### config.mk
export PLATFORM = sky130hd
export DESIGN_NAME = multi_channel_clock_divider
export DESIGN_NICKNAME = d
export VERILOG_FILES = /design/src/rtl/multi_channel_clock_divider_pkg.sv /design/src/rtl/multi_channel_clock_divider_channel.sv /design/src/rtl/multi_channel_clock_divider.sv
export SDC_FILE = /design/constraint.sdc
export NUM_CORES = 1
export LEC_CHECK = 0
export BUFFER_PORTS_ARGS = -buffer_cell sky130_fd_sc_hd__buf_2
export CAP_MARGIN = 0
export CORE_MARGIN = 5
export CORE_UTILIZATION = 30
export CTS_BUF_LIST = sky130_fd_sc_hd__clkbuf_4 sky130_fd_sc_hd__clkbuf_8
export CTS_CLUSTER_DIAMETER = 40
export DETAILED_ROUTE_END_ITERATION = 6
export SLEW_MARGIN = 20
export SYNTH_ARGS = -nofsm -noshare
export SYNTH_HDL_FRONTEND = slang
export SYNTH_SLANG_ARGS = --single-unit
### constraint.sdc
create_clock -name clock -period 4.17 [get_ports clock]
set_clock_uncertainty 0.15 [all_clocks]
set_input_delay 0.834 -clock clock [delete_from_list [all_inputs] [get_ports clock]]
set_output_delay 0.834 -clock clock [all_outputs]
set_load 0.1 [all_outputs]
### src/rtl/multi_channel_clock_divider_pkg.sv
// Shared constants and helpers for the multi-channel clock divider.
// Build option CLKDIV_SYNC_EN adds a phase-align `sync` input on the top level.
package multi_channel_clock_divider_pkg;

  localparam int unsigned MIN_DIV   = 32'd2;
  localparam int unsigned CLK_HZ    = 32'd50_000_000;
  localparam int unsigned DIV_1HZ   = CLK_HZ;
  localparam int unsigned DIV_100HZ = CLK_HZ / 32'd100;
  localparam int unsigned DIV_1KHZ  = CLK_HZ / 32'd1_000;

  // Width of a channel selector; a single channel still gets one select bit.
  function automatic int sel_width(input int channels);
    if (channels > 32'sd1) begin
      sel_width = $clog2(channels);
    end else begin
      sel_width = 32'sd1;
    end
  endfunction

endpackage

### src/rtl/multi_channel_clock_divider_channel.sv
// One divider channel: counter, active divisor, shadow divisor and registered tick/level.
// Shadow divisors are only applied at a wrap, while disabled, or on sync.
module multi_channel_clock_divider_channel
  import multi_channel_clock_divider_pkg::*;
#(
  parameter int          CNT_W       = 32'sd26,
  parameter int unsigned DEFAULT_DIV = 32'd50_000_000
)(
  input  logic             clock,
  input  logic             reset_n,
  input  logic             enable,
  input  logic             sync,
  input  logic             cfg_we,
  input  logic [CNT_W-1:0] cfg_divisor,
  output logic             tick,
  output logic             level,
  output logic             pending
);

  logic [CNT_W-1:0] cnt_r, div_r, shadow_r;
  logic             pending_r, tick_r, level_r;
  logic [CNT_W-1:0] cnt_nxt_s, div_nxt_s, shadow_nxt_s, clamp_s;
  logic             pending_nxt_s, tick_nxt_s, level_nxt_s;
  logic             wrap_s, accept_s, apply_s;

  // Next-state: counting, handshake accept and shadow apply.
  always_comb begin
    wrap_s        = (cnt_r == (div_r - CNT_W'(1'b1)));
    accept_s      = cfg_we && !pending_r;
    apply_s       = pending_r && (wrap_s || !enable || sync);
    cnt_nxt_s     = '0;
    div_nxt_s     = div_r;
    shadow_nxt_s  = shadow_r;
    pending_nxt_s = pending_r;
    tick_nxt_s    = 1'b0;
    level_nxt_s   = 1'b0;
    if (cfg_divisor < CNT_W'(MIN_DIV)) begin
      clamp_s = CNT_W'(MIN_DIV);
    end else begin
      clamp_s = cfg_divisor;
    end
    if (enable && !sync) begin
      tick_nxt_s  = wrap_s;
      level_nxt_s = (cnt_r >= {1'b0, div_r[CNT_W-1:1]});
      if (wrap_s) begin
        cnt_nxt_s = '0;
      end else begin
        cnt_nxt_s = cnt_r + CNT_W'(1'b1);
      end
    end else begin
      cnt_nxt_s = '0;
    end
    // accept requires !pending and apply requires pending, so they never collide
    if (apply_s) begin
      div_nxt_s     = shadow_r;
      pending_nxt_s = 1'b0;
    end else if (accept_s) begin
      shadow_nxt_s  = clamp_s;
      pending_nxt_s = 1'b1;
    end else begin
      pending_nxt_s = pending_r;
    end
  end

  // Channel state registers.
  always_ff @(posedge clock or negedge reset_n) begin
    if (!reset_n) begin
      cnt_r     <= '0;
      div_r     <= CNT_W'(DEFAULT_DIV);
      shadow_r  <= '0;
      pending_r <= 1'b0;
      tick_r    <= 1'b0;
      level_r   <= 1'b0;
    end else begin
      cnt_r     <= cnt_nxt_s;
      div_r     <= div_nxt_s;
      shadow_r  <= shadow_nxt_s;
      pending_r <= pending_nxt_s;
      tick_r    <= tick_nxt_s;
      level_r   <= level_nxt_s;
    end
  end

  assign tick    = tick_r;
  assign level   = level_r;
  assign pending = pending_r;

endmodule

### src/rtl/multi_channel_clock_divider.sv
// N-channel programmable clock divider with a valid/ready divisor reload port.
// Define CLKDIV_SYNC_EN to add the `sync` input that phase-aligns all channels.
module multi_channel_clock_divider
  import multi_channel_clock_divider_pkg::*;
#(
  parameter int          CHANNELS    = 32'sd4,
  parameter int          CNT_W       = 32'sd26,
  parameter int unsigned DEFAULT_DIV = 32'd50_000_000,
  parameter int          SEL_W       = sel_width(CHANNELS)
)(
  input  logic                clock,
  input  logic                reset_n,
  input  logic [CHANNELS-1:0] enable,
`ifdef CLKDIV_SYNC_EN
  input  logic                sync,
`endif
  input  logic                cfg_valid,
  output logic                cfg_ready,
  input  logic [SEL_W-1:0]    cfg_channel,
  input  logic [CNT_W-1:0]    cfg_divisor,
  output logic [CHANNELS-1:0] tick,
  output logic [CHANNELS-1:0] level,
  output logic [CHANNELS-1:0] pending
);

  logic                sync_s;
  logic [CHANNELS-1:0] cfg_we_s;

`ifdef CLKDIV_SYNC_EN
  assign sync_s = sync;
`else
  assign sync_s = 1'b0;
`endif

  // Config demux and ready mux; out-of-range selects are always ready and dropped.
  always_comb begin
    cfg_we_s  = '0;
    cfg_ready = 1'b1;
    for (int i = 0; i < CHANNELS; i++) begin
      if (cfg_channel == SEL_W'(i)) begin
        cfg_we_s[i] = cfg_valid;
        cfg_ready   = ~pending[i];
      end else begin
        cfg_we_s[i] = 1'b0;
      end
    end
  end

  for (genvar g = 0; g < CHANNELS; g++) begin : g_ch
    multi_channel_clock_divider_channel #(
      .CNT_W       (CNT_W),
      .DEFAULT_DIV (DEFAULT_DIV)
    ) u_ch (
      .clock       (clock),
      .reset_n     (reset_n),
      .enable      (enable[g]),
      .sync        (sync_s),
      .cfg_we      (cfg_we_s[g]),
      .cfg_divisor (cfg_divisor),
      .tick        (tick[g]),
      .level       (level[g]),
      .pending     (pending[g])
    );
  end

endmodule
==> flow_summary.ini, run 1 <==
[outcome]
run_status = finished, final reports clean

[critical_path]
crit_fanout = 52
crit_path_end_kind = flip-flop
critPathKind = reg -> reg
crit_arrival_ps = 4160
cp-start-kind = flip-flop
worst_ep_required_time_ps = 4520

[clocking]
clkLatencyLatePin_ps = 640
cts_max_path_buffers = 3
cts_buffers = 67
cts_tree = built
clk_pin_slew_ps = 60
cts.sinks = 324
cts_setup_buffers = 0
postCtsResizedCells = 0
clock-root-buffer = clkbuf_8
hold_buffers = 0
cts_max_level = 3

[synth]
syn-num-nets = 2493
yosysWarnings = 0
synth_top_cell_by_area = dfrtp_1
synthArstFlopShare_pct = 100.0
syn_area_um2 = 21350
synth.most_common_cell = dfrtp_1
synth_edf_count = 0
netlist.area_leader.share_pct = 32.35
synthCells = 2350
ys_seq_elements = 324
seq_area_frac_synth_pct = 38.25
synthTopCellsByCount = dfrtp_1, nand2_1, xnor2_1
avgSynthCellArea_um2 = 9.086
synthFlopType = dfrtp_1
yosys-top-cells-area = dfrtp_1, ha_1, dfstp_2
synth_cell_types = 83

[grt]
grt_usage_pct = 14.71
overflow = 0
antenna_found_initial = 3
grt_pass1_vias = 17042
grt_max_degree = 83
grt_first_pass_wirelength_um = 94660

[sta]
fin_crit_ps = 3810
finalSetupViolations = 0
post-route-period-util_pct = 91.37
hold_viol = 0
finalWorstSetupSlack_ps = 360.0
worstMarginPinSlew_ps = 988.0
fmax_ghz = 0.2625
maxSlewHeadroom_pct = 34.14
rsz0062_at_grt = no
final.setup.tns_ps = 0
drv_slew = 0

[placement]
dp_cells = 3221
gp_congestion = 0.8586
dp_hpwl_um = 40560
dp_worst_setup_slack_ps = 405.4
numPortBuffers = 47

[power_and_ir_drop]
internal_power_mw = 6.513
p_seq_share_pct = 43.8
power_density_nw_per_um2 = 398.1
pwr-share-comb_pct = 18.4
switching_share_pct = 31.63
max-vdd-ir-drop_mv = 0.1924
clockPowerShare_pct = 37.9
p_leak_nw = 10.61
p_switching_mw = 3.014

[drt]
detail-route-antenna-nets = 0
wl_met1_um = 27840
num_vias = 17562
drtPass1Iterations = 6
avgViaCountPerCell = 5.249
wl_met2_um = 25420
drt-total-wl_um = 57600
highest_layer = met5
wl_per_cell_um = 17.21
drt_iter0_drc = 1292
wl_met3_um = 2693
route.detailed.drc = 0

[die]
die-area_um2 = 76610
io_pins = 48
core-area_um2 = 70270
start_util_pct = 30.39
std_cell_rows = 97
die_w_um = 276.8
die_h_um = 276.8

[finish]
fin_util_pct = 34.05
nFillCells = 7207
drive_gt1_share_pct = 16.64
finalNonFillerCells = 3346
area_delta_synth_final_pct = 12.07
fin_nets = 2493

[flow_run]
drv_cap = 0

[worst_hold_path]
hp-class = in -> async
-- logic make-up after synthesis --
logic type	synth area share [%]
AND/OR/NAND/NOR	21.89
AO/OA/AOI/OAI	13.32
flip-flops	38.25
buffers and inverters	5.625
XOR/XNOR	8.983
adder cells (fa/ha/maj)	6.328
multiplexers	5.596
-- area by class of cell --
cell class                 instances  area [µm²]  area share (%)
tap                              940        1176           4.915
antenna                            2       5.005         0.02091
multi-input combinational       1740       12010           50.20
clock buffer                     105        1282           5.359
clock inverter                    18       175.2          0.7320
timing repair buffer              90       630.6           2.635
sequential                       324        8170           34.14
inverter                         127       476.7           1.992
-- cells in the final DEF, fill, tap and decap left out, types with 38 or more instances in the layout --
cell / instances
and3_1: 88
nor3_1: 65
o21ai_0: 92
xnor2_1: 130
dfstp_2: 48
a21oi_1: 43
inv_1: 125
nand3_1: 119
dfrtp_1: 274
nand4_1: 113
nor2_1: 111
nand2_1: 252
mux2_2: 87
o211ai_1: 46
xor2_1: 89
buf_4: 38
a31oi_1: 60
ha_1: 108
clkbuf_8: 79
buf_2: 46
-- worst max-delay path: stages (launching register included) --
cell and delay (ps):
dfrtp_1 450, inv_1 120, ha_1 210, nor3b_1 390
and2_1 270, xnor2_1 80, or3_1 300, a2111oi_0 630
and4_1 320, buf_4 420, nand4_1 160, o311ai_0 160
-- sequential cells by signal, indices dropped and copies added, names as in the netlist --
| signal | count |
|---|---|
| g_ch.u_ch.tick | 4 |
| g_ch.u_ch.cnt_r | 104 |
| g_ch.u_ch.pending | 4 |
| g_ch.u_ch.div_r | 104 |
| g_ch.u_ch.level | 4 |
| g_ch.u_ch.shadow_r | 104 |
-- power groups by stage --
stage | clock network [mW] | logic (mW) | registers [mW]
finish | 3.61 | 1.75 | 4.17
global route | 3.88 | 1.99 | 4.24
CTS | 3.73 | 1.76 | 4.16
detailed placement | 0 | 1.74 | 4.21
global placement | 0 | 1.72 | 4.20
floorplan | 0 | 1.43 | 3.95
-- metal layers --
metal / vias up / track usage (%)
li1: 8529 / -
met1: 8559 / 21.19
met2: 371 / 22.42
met3: 101 / 2.327
met4: 2 / 5.275
met5: - / 0
-- per-stage QoR --
step,hold WS [ps],total power [mW],area [µm²]
after floorplan,296.0,5.381,21350
after global placement,308.6,5.918,22470
after detailed placement,313.4,5.951,22470
after CTS,47.91,9.645,23930
after global routing,103.0,10.11,23930
final,56.46,9.527,23930
-- worst paths after layout --
kind                                      startpoint                        end  slack (ps)  depth (start not counted)
setup / recovery               g_ch[0].u_ch.div_r[1]      g_ch[0].u_ch.div_r[4]         360                         11
hold / removal                               reset_n      g_ch[3].u_ch.cnt_r[6]          60                          1
setup reg to reg               g_ch[0].u_ch.div_r[1]      g_ch[0].u_ch.div_r[4]         360                         11
hold reg to reg            g_ch[2].u_ch.shadow_r[21]  g_ch[2].u_ch.shadow_r[21]         320                          2
max in group asynchronous                    reset_n     g_ch[0].u_ch.div_r[14]        2920                          2
min in group clock         g_ch[2].u_ch.shadow_r[21]  g_ch[2].u_ch.shadow_r[21]         320                          2
(Power assumes the default switching activity.)
==> run 2: changes to the inputs <==
Settings changed: CTS_BUF_LIST sky130_fd_sc_hd__clkbuf_4 sky130_fd_sc_hd__clkbuf_8 to not set, REMOVE_ABC_BUFFERS set to 1.
Clock period 4.17 ns to 4.05 ns, I/O delays scaled along.
==> run 2 against run 1 <==
Net effect:
- global-route usage hardly changed
- critical path depth is 2 lower
- power is 10% higher
- die area stayed put
- combinational power is 2% higher
- clock power is 23% higher
- sequential power is 3% higher
- cell count is 0.99% lower
- worst setup slack better by 92 ps
- non-clock buffer count is 3 lower
- sequential share of layout area is 0.38 points lower
- routed wire length is 0.64% lower
- critical path type unchanged
- largest power group is now clock
==> flow_summary.ini, run 2 (synthesis gave the netlist of run 1 again) <==
[finish]
area_delta_synth_final_pct = 13.31
final_common_cell = dfrtp_1
fin_nets = 2474
finalNonFillerCells = 3313
reg_top3 = g_ch.u_ch.cnt_r x104, g_ch.u_ch.div_r x104, g_ch.u_ch.shadow_r x104
multi_input_area_um2 = 12020
layout_common_cells = dfrtp_1, nand2_1, xnor2_1
drive_gt1_share_pct = 15.35
nFillCells = 7174
final-seq-area_um2 = 8168

[clocking]
cts.sinks = 324
cts_setup_buffers = 0
cts_max_path_buffers = 3
clkLatencyLatePin_ps = 590
cts_buffers = 51
clock-root-buffer = clkbuf_16
cts_tree = built
cts_max_level = 2
clk_pin_slew_ps = 60

[power_and_ir_drop]
power_density_nw_per_um2 = 435.0
finalPower_mw = 10.53
p_leak_nw = 10.69
max-vdd-ir-drop_mv = 0.2496

[critical_path]
r2r_slack_ps = 450
startpoint = g_ch[3].u_ch.div_r[2]
cp-start-kind = flip-flop
crit_fanout = 26
cp.depth = 9
critPathKind = reg -> reg
path_delay_family = simple AND/OR/NAND/NOR gates
path_common_cell = nor4_1
crit_path_end_kind = flip-flop
crit_arrival_ps = 3910
slowest_stage = nor4_1
setup.worst_path.end = g_ch[3].u_ch.div_r[5]
r2r_start = g_ch[3].u_ch.div_r[2]
r2r-end = g_ch[3].u_ch.div_r[5]
cp_num_buf_inv = 1
worst_ep_required_time_ps = 4370
path_cells = nor4_1 -> nand3_1 -> xnor2_1 -> a2111o_1 -> nor4_1 -> o2111ai_1 -> a2bb2oi_4 -> buf_4 -> mux2_1
reg2reg_depth = 9
cpPeakStageDelay_ps = 670

[drt]
detail-route-antenna-nets = 0
avgViaCountPerCell = 5.247
drtPass1Iterations = 7
drt_iter0_drc = 1469
route.detailed.drc = 0
drt-total-wl_um = 57230
num_vias = 17382
wl_per_cell_um = 17.27

[sta]
finalSetupViolations = 0
hold_viol = 0
drv_slew = 0
rsz0062_at_grt = no
fin_crit_ps = 3599
maxSlewHeadroom_pct = 37.78
fmax_ghz = 0.2779
post-route-period-util_pct = 88.85
holdWs_ps = 321.4
worstMarginPinSlew_ps = 933.4

[grt]
grt_max_degree = 87
overflow = 0
grt_usage_pct = 14.69
antenna_found_initial = 2
grt_first_pass_wirelength_um = 94200
grt_pass1_vias = 16901

[placement]
dp_cells = 3217
numPortBuffers = 47
dp_hpwl_um = 40120
gp_congestion = 0.8663

[die]
start_util_pct = 30.39
core-area_um2 = 70270
die_w_um = 276.8
die-area_um2 = 76610
std_cell_rows = 97
io_pins = 48
die_h_um = 276.8

[worst_hold_path]
hp-class = reg -> reg

[flow_run]
drv_cap = 0

[outcome]
run_status = finished, final reports clean
[run 2: worst min path at each step]
stage	start	endpoint	cells past startpoint
after floorplan	g_ch[3].u_ch.shadow_r[0]	g_ch[3].u_ch.shadow_r[0]	2
after global placement	g_ch[2].u_ch.shadow_r[13]	g_ch[2].u_ch.shadow_r[13]	2
after detailed placement	g_ch[2].u_ch.shadow_r[23]	g_ch[2].u_ch.shadow_r[23]	2
after CTS	g_ch[2].u_ch.shadow_r[22]	g_ch[2].u_ch.shadow_r[22]	2
after global routing	g_ch[2].u_ch.shadow_r[13]	g_ch[2].u_ch.shadow_r[13]	2
final	g_ch[2].u_ch.shadow_r[22]	g_ch[2].u_ch.shadow_r[22]	2
[run 2: metal layers]
metal / share of wire [%] / track usage [%] / up-vias
met2: 44 / 22.47 / 418
met1: 48 / 21.38 / 8364
met4: 3.3 / 5.212 / 0
met3: 4.7 / 1.855 / 109
li1: - / - / 8491
met5: 0 / 0 / -
[run 2: cell type report]
type	count	share of cell area (%)
antenna	1	0.01034
timing repair buffer	87	2.524
clock buffer	58	5.549
inverter	127	1.970
multi-input combinational	1740	49.69
sequential	324	33.76
clock inverter	36	1.634
tap	940	4.861
[run 2: through the flow]
step	TNS, ps	area (µm²)	utilization (%)	setup slack (ps)
global route	0	24190	34.43	143.3
finish	0	24200	34.43	451.5
CTS	0	24180	34.41	356.7
floorplan	-12650	20630	-	-704.6
global placement	0	22440	31.93	448.3
detailed placement	0	22440	31.93	371.1
[run 2: timing repair]
item                       in CTS  in global routing
setup endpoints to repair       0                  1
hold endpoints to repair       11                  0
hold buffers                    1                  0
gates resized for setup         0                  1
[run 2: power by group]
part           total (mW)  internal, mW  switching [mW]
Combinational        1.79         0.800           0.990
Clock                4.45          2.66            1.79
Sequential           4.28          3.74           0.542
[run 2: worst register-to-register path: cells and delay by family, from the launching register on]
family | cells | cell delay (ps)
xor+xnor | 1 | 160
compound gates | 3 | 960
buf+inv | 1 | 260
simple gates | 3 | 1130
mux | 1 | 350
flops | 1 | 470
